===== src/rtl/instr_reg_fetch_pkg.sv =====
// Shared CPU definitions for the fetch front end: word geometry, IR field
// positions and the fetch sequencer state encoding.
package cpu_pkg;

    localparam int WORD_WIDTH   = 16;
    localparam int OPCODE_WIDTH = 7;
    localparam int FIELD_WIDTH  = 3;
    localparam int IMM_FLAG_BIT = 15;

    localparam int OPCODE_LSB = 9;
    localparam int OP2_LSB    = 6;
    localparam int OP1_LSB    = 3;
    localparam int OP0_LSB    = 0;

    typedef logic [WORD_WIDTH-1:0] wordT;

    typedef enum logic [1:0] {
        IDLE    = 2'd0,
        REQ_IR  = 2'd1,
        GAP     = 2'd2,
        REQ_IMM = 2'd3
    } fetchStateT;

    function automatic logic hasImmediate(input wordT word);
        return word[IMM_FLAG_BIT];
    endfunction

endpackage


===== src/rtl/instr_reg_fetch_if.sv =====
// Fetch bus: microsequencer request/abort, memory read handshake and the
// decoded instruction fields presented to the register-select stage.
interface instr_reg_fetch_if;
    import cpu_pkg::*;

    logic                    fetchStart;
    logic                    abort;
    logic                    memAck;
    wordT                    memData;
    logic                    memReq;
    logic                    pcInc;
    logic [OPCODE_WIDTH-1:0] opcode;
    logic [FIELD_WIDTH-1:0]  op2;
    logic [FIELD_WIDTH-1:0]  op1;
    logic [FIELD_WIDTH-1:0]  op0;
    wordT                    immediate;
    logic                    irValid;
    logic                    busy;

    // The fetch unit itself.
    modport slave (
        input  fetchStart, abort, memAck, memData,
        output memReq, pcInc, opcode, op2, op1, op0, immediate, irValid, busy
    );

    // Microsequencer plus memory, as seen from the fetch unit.
    modport master (
        output fetchStart, abort, memAck, memData,
        input  memReq, pcInc, opcode, op2, op1, op0, immediate, irValid, busy
    );

endinterface


===== src/rtl/instr_reg_fetch_latch.sv =====
// Word-wide holding register with async clear, sync clear and sync load;
// used for both the instruction register and the immediate register.
module ir_word_latch
    import cpu_pkg::*;
#(
    parameter int WIDTH = WORD_WIDTH
) (
    input  logic             clock,
    input  logic             notReset,
    input  logic             clear,
    input  logic             load,
    input  logic [WIDTH-1:0] d,
    output logic [WIDTH-1:0] q
);

    // NOTE: sequential state is written with <= so every register samples
    // the pre-edge values; blocking assignments here would race the readers.
    always_ff @(posedge clock or negedge notReset) begin
        if (!notReset) begin
            q <= '0;
        end else if (clear) begin
            q <= '0;
        end else if (load) begin
            q <= d;
        end
    end

endmodule


===== src/rtl/instr_reg_fetch.sv =====
// Instruction register and fetch sequencer: fetches an instruction word and an
// optional trailing immediate, then presents opcode and operand fields.
module instr_reg_fetch
    import cpu_pkg::*;
(
    input  logic               clock,
    input  logic               notReset,
    instr_reg_fetch_if.slave   bus
);

    fetchStateT state;
    fetchStateT nextState;

    logic acceptIr;
    logic acceptImm;
    logic setValid;
    logic clearValid;
    logic clearImm;

    logic pcIncQ;
    logic irValidQ;
    wordT irQ;
    wordT immQ;

    // NOTE: every signal driven here gets a default first, so no path through
    // the case leaves one unassigned and no latch is inferred.
    always_comb begin
        nextState  = state;
        acceptIr   = 1'b0;
        acceptImm  = 1'b0;
        setValid   = 1'b0;
        clearValid = 1'b0;
        clearImm   = 1'b0;

        // Abort outranks everything, including a coincident memAck.
        if (bus.abort) begin
            nextState  = IDLE;
            clearValid = 1'b1;
        end else begin
            unique case (state)
                IDLE: begin
                    if (bus.fetchStart) begin
                        nextState  = REQ_IR;
                        clearValid = 1'b1;
                    end
                end
                REQ_IR: begin
                    if (bus.memAck) begin
                        acceptIr = 1'b1;
                        if (hasImmediate(bus.memData)) begin
                            nextState = GAP;
                        end else begin
                            nextState = IDLE;
                            clearImm  = 1'b1;
                            setValid  = 1'b1;
                        end
                    end
                end
                GAP: begin
                    nextState = REQ_IMM;
                end
                REQ_IMM: begin
                    if (bus.memAck) begin
                        acceptImm = 1'b1;
                        setValid  = 1'b1;
                        nextState = IDLE;
                    end
                end
                default: begin
                    nextState = IDLE;
                end
            endcase
        end
    end

    always_ff @(posedge clock or negedge notReset) begin
        if (!notReset) begin
            state <= IDLE;
        end else begin
            state <= nextState;
        end
    end

    // Accepted words are at least two cycles apart, so this pulse can never
    // stretch across consecutive cycles.
    always_ff @(posedge clock or negedge notReset) begin
        if (!notReset) begin
            pcIncQ   <= 1'b0;
            irValidQ <= 1'b0;
        end else begin
            pcIncQ <= acceptIr | acceptImm;
            if (clearValid) begin
                irValidQ <= 1'b0;
            end else if (setValid) begin
                irValidQ <= 1'b1;
            end
        end
    end

    ir_word_latch #(.WIDTH(WORD_WIDTH)) irLatch (
        .clock    (clock),
        .notReset (notReset),
        .clear    (1'b0),
        .load     (acceptIr),
        .d        (bus.memData),
        .q        (irQ)
    );

    ir_word_latch #(.WIDTH(WORD_WIDTH)) immLatch (
        .clock    (clock),
        .notReset (notReset),
        .clear    (clearImm),
        .load     (acceptImm),
        .d        (bus.memData),
        .q        (immQ)
    );

    // memReq decodes straight from the state register, so an async reset
    // drops it without waiting for an edge.
    assign bus.memReq    = (state == REQ_IR) || (state == REQ_IMM);
    assign bus.busy      = (state != IDLE);
    assign bus.pcInc     = pcIncQ;
    assign bus.irValid   = irValidQ;
    assign bus.immediate = immQ;

    assign bus.opcode = irQ[OPCODE_LSB +: OPCODE_WIDTH];
    assign bus.op2    = irQ[OP2_LSB +: FIELD_WIDTH];
    assign bus.op1    = irQ[OP1_LSB +: FIELD_WIDTH];
    assign bus.op0    = irQ[OP0_LSB +: FIELD_WIDTH];

endmodule

===== src/flat_wrapper.sv =====
// flat-port wrapper written by rule: the top's interface ports become plain ports
module instr_reg_fetch_flat import cpu_pkg::*;
  (clock, notReset, bus_fetchStart, bus_abort, bus_memAck, bus_memData, bus_memReq, bus_pcInc, bus_opcode, bus_op2, bus_op1, bus_op0, bus_immediate, bus_irValid, bus_busy);
  instr_reg_fetch_if bus_i ();
  input  logic clock;
  input  logic notReset;
  input wire logic [$bits(bus_i.fetchStart)-1:0] bus_fetchStart;
  input wire logic [$bits(bus_i.abort)-1:0] bus_abort;
  input wire logic [$bits(bus_i.memAck)-1:0] bus_memAck;
  input wire logic [$bits(bus_i.memData)-1:0] bus_memData;
  output wire logic [$bits(bus_i.memReq)-1:0] bus_memReq;
  output wire logic [$bits(bus_i.pcInc)-1:0] bus_pcInc;
  output wire logic [$bits(bus_i.opcode)-1:0] bus_opcode;
  output wire logic [$bits(bus_i.op2)-1:0] bus_op2;
  output wire logic [$bits(bus_i.op1)-1:0] bus_op1;
  output wire logic [$bits(bus_i.op0)-1:0] bus_op0;
  output wire logic [$bits(bus_i.immediate)-1:0] bus_immediate;
  output wire logic [$bits(bus_i.irValid)-1:0] bus_irValid;
  output wire logic [$bits(bus_i.busy)-1:0] bus_busy;
  assign bus_i.fetchStart = bus_fetchStart;
  assign bus_i.abort = bus_abort;
  assign bus_i.memAck = bus_memAck;
  assign bus_i.memData = bus_memData;
  assign bus_memReq = bus_i.memReq;
  assign bus_pcInc = bus_i.pcInc;
  assign bus_opcode = bus_i.opcode;
  assign bus_op2 = bus_i.op2;
  assign bus_op1 = bus_i.op1;
  assign bus_op0 = bus_i.op0;
  assign bus_immediate = bus_i.immediate;
  assign bus_irValid = bus_i.irValid;
  assign bus_busy = bus_i.busy;
  instr_reg_fetch u_core (.clock(clock), .notReset(notReset), .bus(bus_i));
endmodule

===== config.mk =====
export PLATFORM = sky130hd
export DESIGN_NAME = instr_reg_fetch_flat
export DESIGN_NICKNAME = d
export VERILOG_FILES = /design/src/rtl/instr_reg_fetch_pkg.sv /design/src/rtl/instr_reg_fetch_if.sv /design/src/rtl/instr_reg_fetch_latch.sv /design/src/rtl/instr_reg_fetch.sv /design/src/flat_wrapper.sv
export SDC_FILE = /design/constraint.sdc
export NUM_CORES = 1
export LEC_CHECK = 0
export CELL_PAD_IN_SITES_DETAIL_PLACEMENT = 0
export CELL_PAD_IN_SITES_GLOBAL_PLACEMENT = 1
export CORE_MARGIN = 1
export CORE_UTILIZATION = 32
export CTS_CLUSTER_DIAMETER = 100
export DETAILED_ROUTE_END_ITERATION = 16
export PLACE_DENSITY = 0.84
export SETUP_SLACK_MARGIN = 0.05
export SLEW_MARGIN = 0
export SYNTH_ARGS = -nofsm -noshare
export SYNTH_HDL_FRONTEND = slang
export SYNTH_SLANG_ARGS = --single-unit

===== constraint.sdc =====
create_clock -name clock -period 2.03 [get_ports clock]
set_input_delay 0.3045 -clock clock [delete_from_list [all_inputs] [get_ports clock]]
set_output_delay 0.3045 -clock clock [all_outputs]
set_load 0.02 [all_outputs]

==> impl_metrics.toml <==
[grt]
grt_max_degree = 37
grt_pass1_vias = 1178
grt_pass1_wl_um = 5388
antenna_found_initial = 0
grt-ovfl-total = 0
grt_use_total_pct = 16.61

[logic_synthesis]
netlist_area_sq_um = 1433
yosys.area.top_type = "dfrtp_1"
synth_warnings = 0
synth_edf_count = 0
yosys.area.top_type_share_pct = 62.88
seq_area_frac_synth_pct = 62.88
synth_common_cells = "dfrtp_1 (36), nand2_1 (32), mux2_2 (15), a21oi_1 (11), o21ai_0 (6)"
yosys.cell_types.count = 19
ys_top_cells_by_area = "dfrtp_1 (63%), mux2_2 (12%), nand2_1 (8.4%)"
yosys_register_bits = 36
syn_area_per_cell_sq_um = 11.74
yosysMostFrequentCell = "dfrtp_1"
syn_inst = 122
synthArstFlopShare_pct = 100.0
syn-num-nets = 143
synthFlopType = "dfrtp_1"

[place]
port_buffers = 56
dp_hpwl_um = 2611
place_inst = 228
place_area_sq_um = 2079
place_congestion = 0.6753

[worst_setup_path]
crit_path_start_kind = "flop"
cp_max_fo = 8
cp.arrival_ps = 1540
cp-endpoint = "bus_busy"
ff2ff_path_depth = 3
critical_path_buf_inv_count = 2
worst_path_largest_cell_delay_ps = 600
crit_start = "u_core.state[0]"
end_kind = "output pin"
worstPathRequired_ps = 1730
slowest_stage = "clkdlybuf4s50_1"
regToRegSetupSlack_ps = 510
critical_path.top_delay_family = "buffers and inverters"
reg2reg_from = "u_core.state[1]"
path_class = "reg -> out"
worstReg2RegEnd = "u_core.irLatch.q[7]"
cp.depth = 3
cp_cell_sequence = "nor2_1 -> inv_1 -> clkdlybuf4s50_1"

[power]
ir_worst_vdd_mv = 0.4313
finalPower_w = 0.002015
p_leak_nw = 0.9186
power_density_nw_per_um2 = 928.6

[cts]
cts_made_buffers = 5
clk_pin_slew_ps = 70
post-cts-setup-buffers = 0
clockBufferDepth = 2
clock_sinks = 36
cts_root_buffer = "clkbuf_8"
clk_latency_ps = 290
cts_resized = 0
postCtsHoldBufs = 0
htree_levels = 2
cts_tree = "built"

[cells_and_area]
synthToLayoutAreaGrowth_pct = 51.44
final_core_util_pct = 52.36
diodes = 0
fin_area_sq_um = 2170
nets = 206
drive_gt1_share_pct = 17.20
fin_cells = 236

[sta]
relSlewSlack_pct = 40.85
hold_violations = 0
rsz0062_at_grt = "false"
fin_crit_ps = 1849
setup_viol = 0
fin_crit_sh_pct = 91.09
clock_skew_ps = 3.709
timing.fmax_mhz = 540.8
worst_slew_pin_slew_ps = 887.2
setup_tns_ps = 0
maxSlewViolCount = 0

[drt]
vias_per_cell = 4.788
postRouteAntennaNets = 0
drt_wl_total_um = 3525
firstDrtPassIters = 4
drtIter0Drc = 51
wl_per_cell_um = 14.94
num_vias = 1130
drc_errors = 0

[floorplan]
ios = 57
rows = 23
chipWidth_um = 68.91
die_h_um = 68.91
core_area_sq_um = 4144
die_area_sq_um = 4749
start_util_pct = 34.57

[hold_path]
hold_path_class = "in -> async"

[run_status]
status = "finished clean"

[job]
maxCapViolCount = 0
[state kept, by name, summed over array words and instances (netlist names)]
name,flops
u_core.irLatch.q,16
u_core.state,2
u_core.bus.irValid,1
u_core.bus.pcInc,1
u_core.immLatch.q,16
[cells in the final DEF, fill, tap and decap left out, types with 2 or more instances in the layout]
| cell type | count |
|---|---|
| clkdlybuf4s50_1 | 55 |
| dfrtp_1 | 36 |
| nand2_1 | 32 |
| mux2_2 | 15 |
| a21oi_1 | 11 |
| buf_4 | 7 |
| o21ai_0 | 6 |
| clkbuf_8 | 6 |
| nor2_1 | 4 |
| nand4b_1 | 2 |
| clkbuf_1 | 2 |
[per-layer routing]
layer | part of all wire [%] | vias to the layer above | global-route usage, %
met2 | 50 | 34 | 27.06
met4 | 2.2 | 0 | 7.908
met5 | 0 | - | 0
met3 | 5.4 | 8 | 6.086
met1 | 43 | 553 | 19.27
li1 | - | 535 | -
[how the worst min path moves through the flow]
| stage | depth (start not counted) | slack (ps) | startpoint | to |
|---|---|---|---|---|
| floorplan | 0 | 9 | notReset | u_core.bus.irValid |
| global placement | 1 | 440 | notReset | u_core.irLatch.q[14] |
| detailed placement | 1 | 470 | notReset | u_core.irLatch.q[12] |
| CTS | 1 | 150 | notReset | u_core.irLatch.q[4] |
| global route | 1 | 190 | notReset | u_core.irLatch.q[12] |
| finish | 1 | 130 | notReset | u_core.irLatch.q[12] |
[per-stage QoR]
stage / worst slack (ps) / hold WS, ps
2_1_floorplan: 603.6 / 8.909
3_3_place_gp: 232.6 / 441.0
3_5_place_dp: 168.5 / 466.6
4_1_cts: 173.1 / 151.2
5_1_grt: 122.4 / 186.6
6_report: 180.9 / 131.9
[area by class of cell]
cell class,count,area [sq um]
Timing Repair Buffer,64,628.1
Fill cell,378,1974
Inverter,1,3.754
Clock buffer,8,90.09
Multi-Input combinational cell,77,484.2
Sequential cell,36,900.9
Tap cell,50,62.56
[kinds of logic after synthesis]
kind of cell	share of synthesized area, %
simple gates	12.58
flops	62.88
compound gates	8.385
mux	11.79
buf+inv	4.367
[report_power, final]
group / switching, W / total, W / internal (W)
logic: 0.000278 / 0.000598 / 0.000321
registers: 0.0000693 / 0.000904 / 0.000835
clock network: 0.000236 / 0.000512 / 0.000276
total: 0.000583 / 0.00201 / 0.00143
Power figures use the tool's default switching activity.
==> RTL change, RTL diff (same flow settings) <==
Reset style: synchronous (`notReset`), changed in 3 clocked blocks. Comments in the files are not updated.
--- a/src/rtl/instr_reg_fetch_latch.sv
+++ b/src/rtl/instr_reg_fetch_latch.sv
@@ -16,5 +16,5 @@
     // NOTE: sequential state is written with <= so every register samples
     // the pre-edge values; blocking assignments here would race the readers.
-    always_ff @(posedge clock or negedge notReset) begin
+    always_ff @(posedge clock) begin
         if (!notReset) begin
             q <= '0;
--- a/src/rtl/instr_reg_fetch.sv
+++ b/src/rtl/instr_reg_fetch.sv
@@ -74,5 +74,5 @@
     end
 
-    always_ff @(posedge clock or negedge notReset) begin
+    always_ff @(posedge clock) begin
         if (!notReset) begin
             state <= IDLE;
@@ -84,5 +84,5 @@
     // Accepted words are at least two cycles apart, so this pulse can never
     // stretch across consecutive cycles.
-    always_ff @(posedge clock or negedge notReset) begin
+    always_ff @(posedge clock) begin
         if (!notReset) begin
             pcIncQ   <= 1'b0;
Formal check against the unedited RTL: differs if notReset is asserted again (counterexample within 4 cycles, from zero or initial values and one cycle with notReset low); with notReset held inactive, the same outputs for 10 cycles.
==> RTL change against the original RTL <==
Via count grew 8.1%; highest routed layer unchanged; worst hold slack improved by 0.32 ns; wire length decreased by 10%; area after synthesis decreased by 3.3%; sequential cell count unchanged; non-clock buffer count shrank 4; design area fell by 6.2%; cell count up 13%; setup slack better by 0.025 ns.
Power is not compared: it rests on default switching activity, and its combinational part moved more than twofold at a synthesized area within 25%.
==> RTL change: results (changes against the original RTL) <==
Parameter                              Value

Route
  DRC marker count from the first detailed-route iteration ... 50 (-2.0%)
  Total routed wirelength ... 3160 um (-10%)
  Number of vias after detailed routing ... 1222 (+8.1%)
  Routed length per instance ... 11.9 um (-20%)

Critical path
  Worst Reg-to-Reg Cells ... 4 (+1)
  Critical register-to-register path startpoint ... u_core.state[0]$_SDFFE_PP0P_
  Minimum setup slack among reg-to-reg paths ... 0.66 ns (+0.15 ns)
  End of the worst register-to-register path ... u_core.immLatch.q[1]$_SDFFE_PP0P_

Timing
  Fin Clk Skew ... 0.00525 ns (+0.00155 ns)
  Max transition margin ... 68.6% (+28 points)
  Worst hold-check slack ... 0.454 ns (+0.323 ns)

Finish
  Largest registers ... u_core.immLatch.q: 16 flops, u_core.irLatch.q: 16 flops
  Final nets ... 237 (+15%)
  Fill count ... 408 (+7.9%)
  Fraction of final layout cells with drive strength greater than 1 ... 6.02% (-11 points)

Min path
  Hold/Removal Path Class ... register to register
  Launch instance of the worst min-delay path ... u_core.immLatch.q[9]$_SDFFE_PP0P_

Logic synthesis
  Synth async-reset ratio ... 0% (-100 points)
  Net count of the mapped netlist ... 181 (+27%)
  Distinct cells, synth ... 21 (+2)
  Biggest area contributors in the synthesized netlist ... sky130_fd_sc_hd__dfxtp_1 52%, sky130_fd_sc_hd__nand2_1 17%, sky130_fd_sc_hd__a21oi_1 6.5%, sky130_fd_sc_hd__a21boi_0 6.0%, sky130_fd_sc_hd__buf_6 4.1%
  Part of the Yosys area used for sequential elements ... 52.0% (-11 points)
  Synthesized netlist cell count ... 160 (+31%)
  Most frequent cells after synthesis ... 64 x sky130_fd_sc_hd__nand2_1, 36 x sky130_fd_sc_hd__dfxtp_1, 18 x sky130_fd_sc_hd__a21oi_1
  Prevailing post-synth register cell ... sky130_fd_sc_hd__dfxtp_1

Clocking
  Post-CTS clock slew at the launch and capture registers of the worst setup and hold paths ... 0.07 ns (about the same)
  Clk Tree Root Cell ... sky130_fd_sc_hd__clkbuf_8
  Number of resized instances in the post-cts repair step ... 0 (unchanged)
  Number of clock buffers inserted by TritonCTS ... 5 (unchanged)

GRT
  Wire length of the first global-routing pass ... 5020 um (-6.9%)
  GRT Overall Usage ... 15.0% (-1.7 points)
  Pin count of the biggest net entering global routing ... 18 (-51%)
  Via count of the first global-routing pass ... 1059 (-10%)

Place
  Detailed Place HPWL ... 2170 um (-17%)
  Number of placed instances, taps included ... 259 (+14%)
  Final weighted congestion in routability-driven placement ... 0.779 (+15%)

Status
  Result of the run ... finished clean
-- RTL change: metrics by stage --
step                instance area (sq um)  setup slack [ns]
floorplan                            1390             0.856
global placement                     1940             0.284
detailed placement                   1940             0.250
CTS                                  2040             0.212
global route                         2040             0.155
finish                               2040             0.206
-- RTL change: worst max path at each step --
stage,startpoint,end,slack (ns)
finish,u_core.state[0]$_SDFFE_PP0P_,bus_busy,0.21
global route,u_core.state[0]$_SDFFE_PP0P_,bus_busy,0.15
CTS,u_core.state[0]$_SDFFE_PP0P_,bus_busy,0.21
detailed placement,bus_memAck,u_core.immLatch.q[1]$_SDFFE_PP0P_,0.25
global placement,bus_abort,u_core.bus.irValid$_SDFFE_PP0P_,0.28
floorplan,u_core.state[0]$_SDFFE_PP0P_,u_core.irLatch.q[15]$_SDFFE_PN0P_,0.86
-- RTL change: kinds of logic after synthesis --
kind of cell | count (synthesis) | share of synthesized area, %
AO/OA/AOI/OAI | 35 | 16.4
buffers and inverters | 12 | 7.41
flip-flops | 36 | 52.0
AND/OR/NAND/NOR | 77 | 24.1
-- RTL change: where the power goes --
group	switching [mW]	internal, mW
Clock	0.234	0.302
Combinational	0.0458	0.0598
Sequential	0.00488	0.712
-- RTL change: layer usage --
metal	GRT usage (%)	routed length, um	up-vias
met1	18.6	1470	549
li1	-	-	630
met4	5.47	43	0
met3	4.39	177	7
met2	24.3	1470	36
met5	0	0	-
-- RTL change: worst max-delay path, stage by stage, from the launching register on --
cell                              delay (ns)
sky130_fd_sc_hd__dfxtp_1                0.47
sky130_fd_sc_hd__nor2_1                 0.10
sky130_fd_sc_hd__inv_1                  0.08
sky130_fd_sc_hd__clkdlybuf4s50_1        0.60
-- RTL change: cell type report --
| class | instances | area share, % |
|---|---|---|
| Timing Repair Buffer | 60 | 29.0 |
| Multi-Input combinational cell | 112 | 27.6 |
| Tap cell | 50 | 3.07 |
| Sequential cell | 36 | 35.4 |
| Clock buffer | 7 | 4.73 |
| Inverter | 1 | 0.184 |
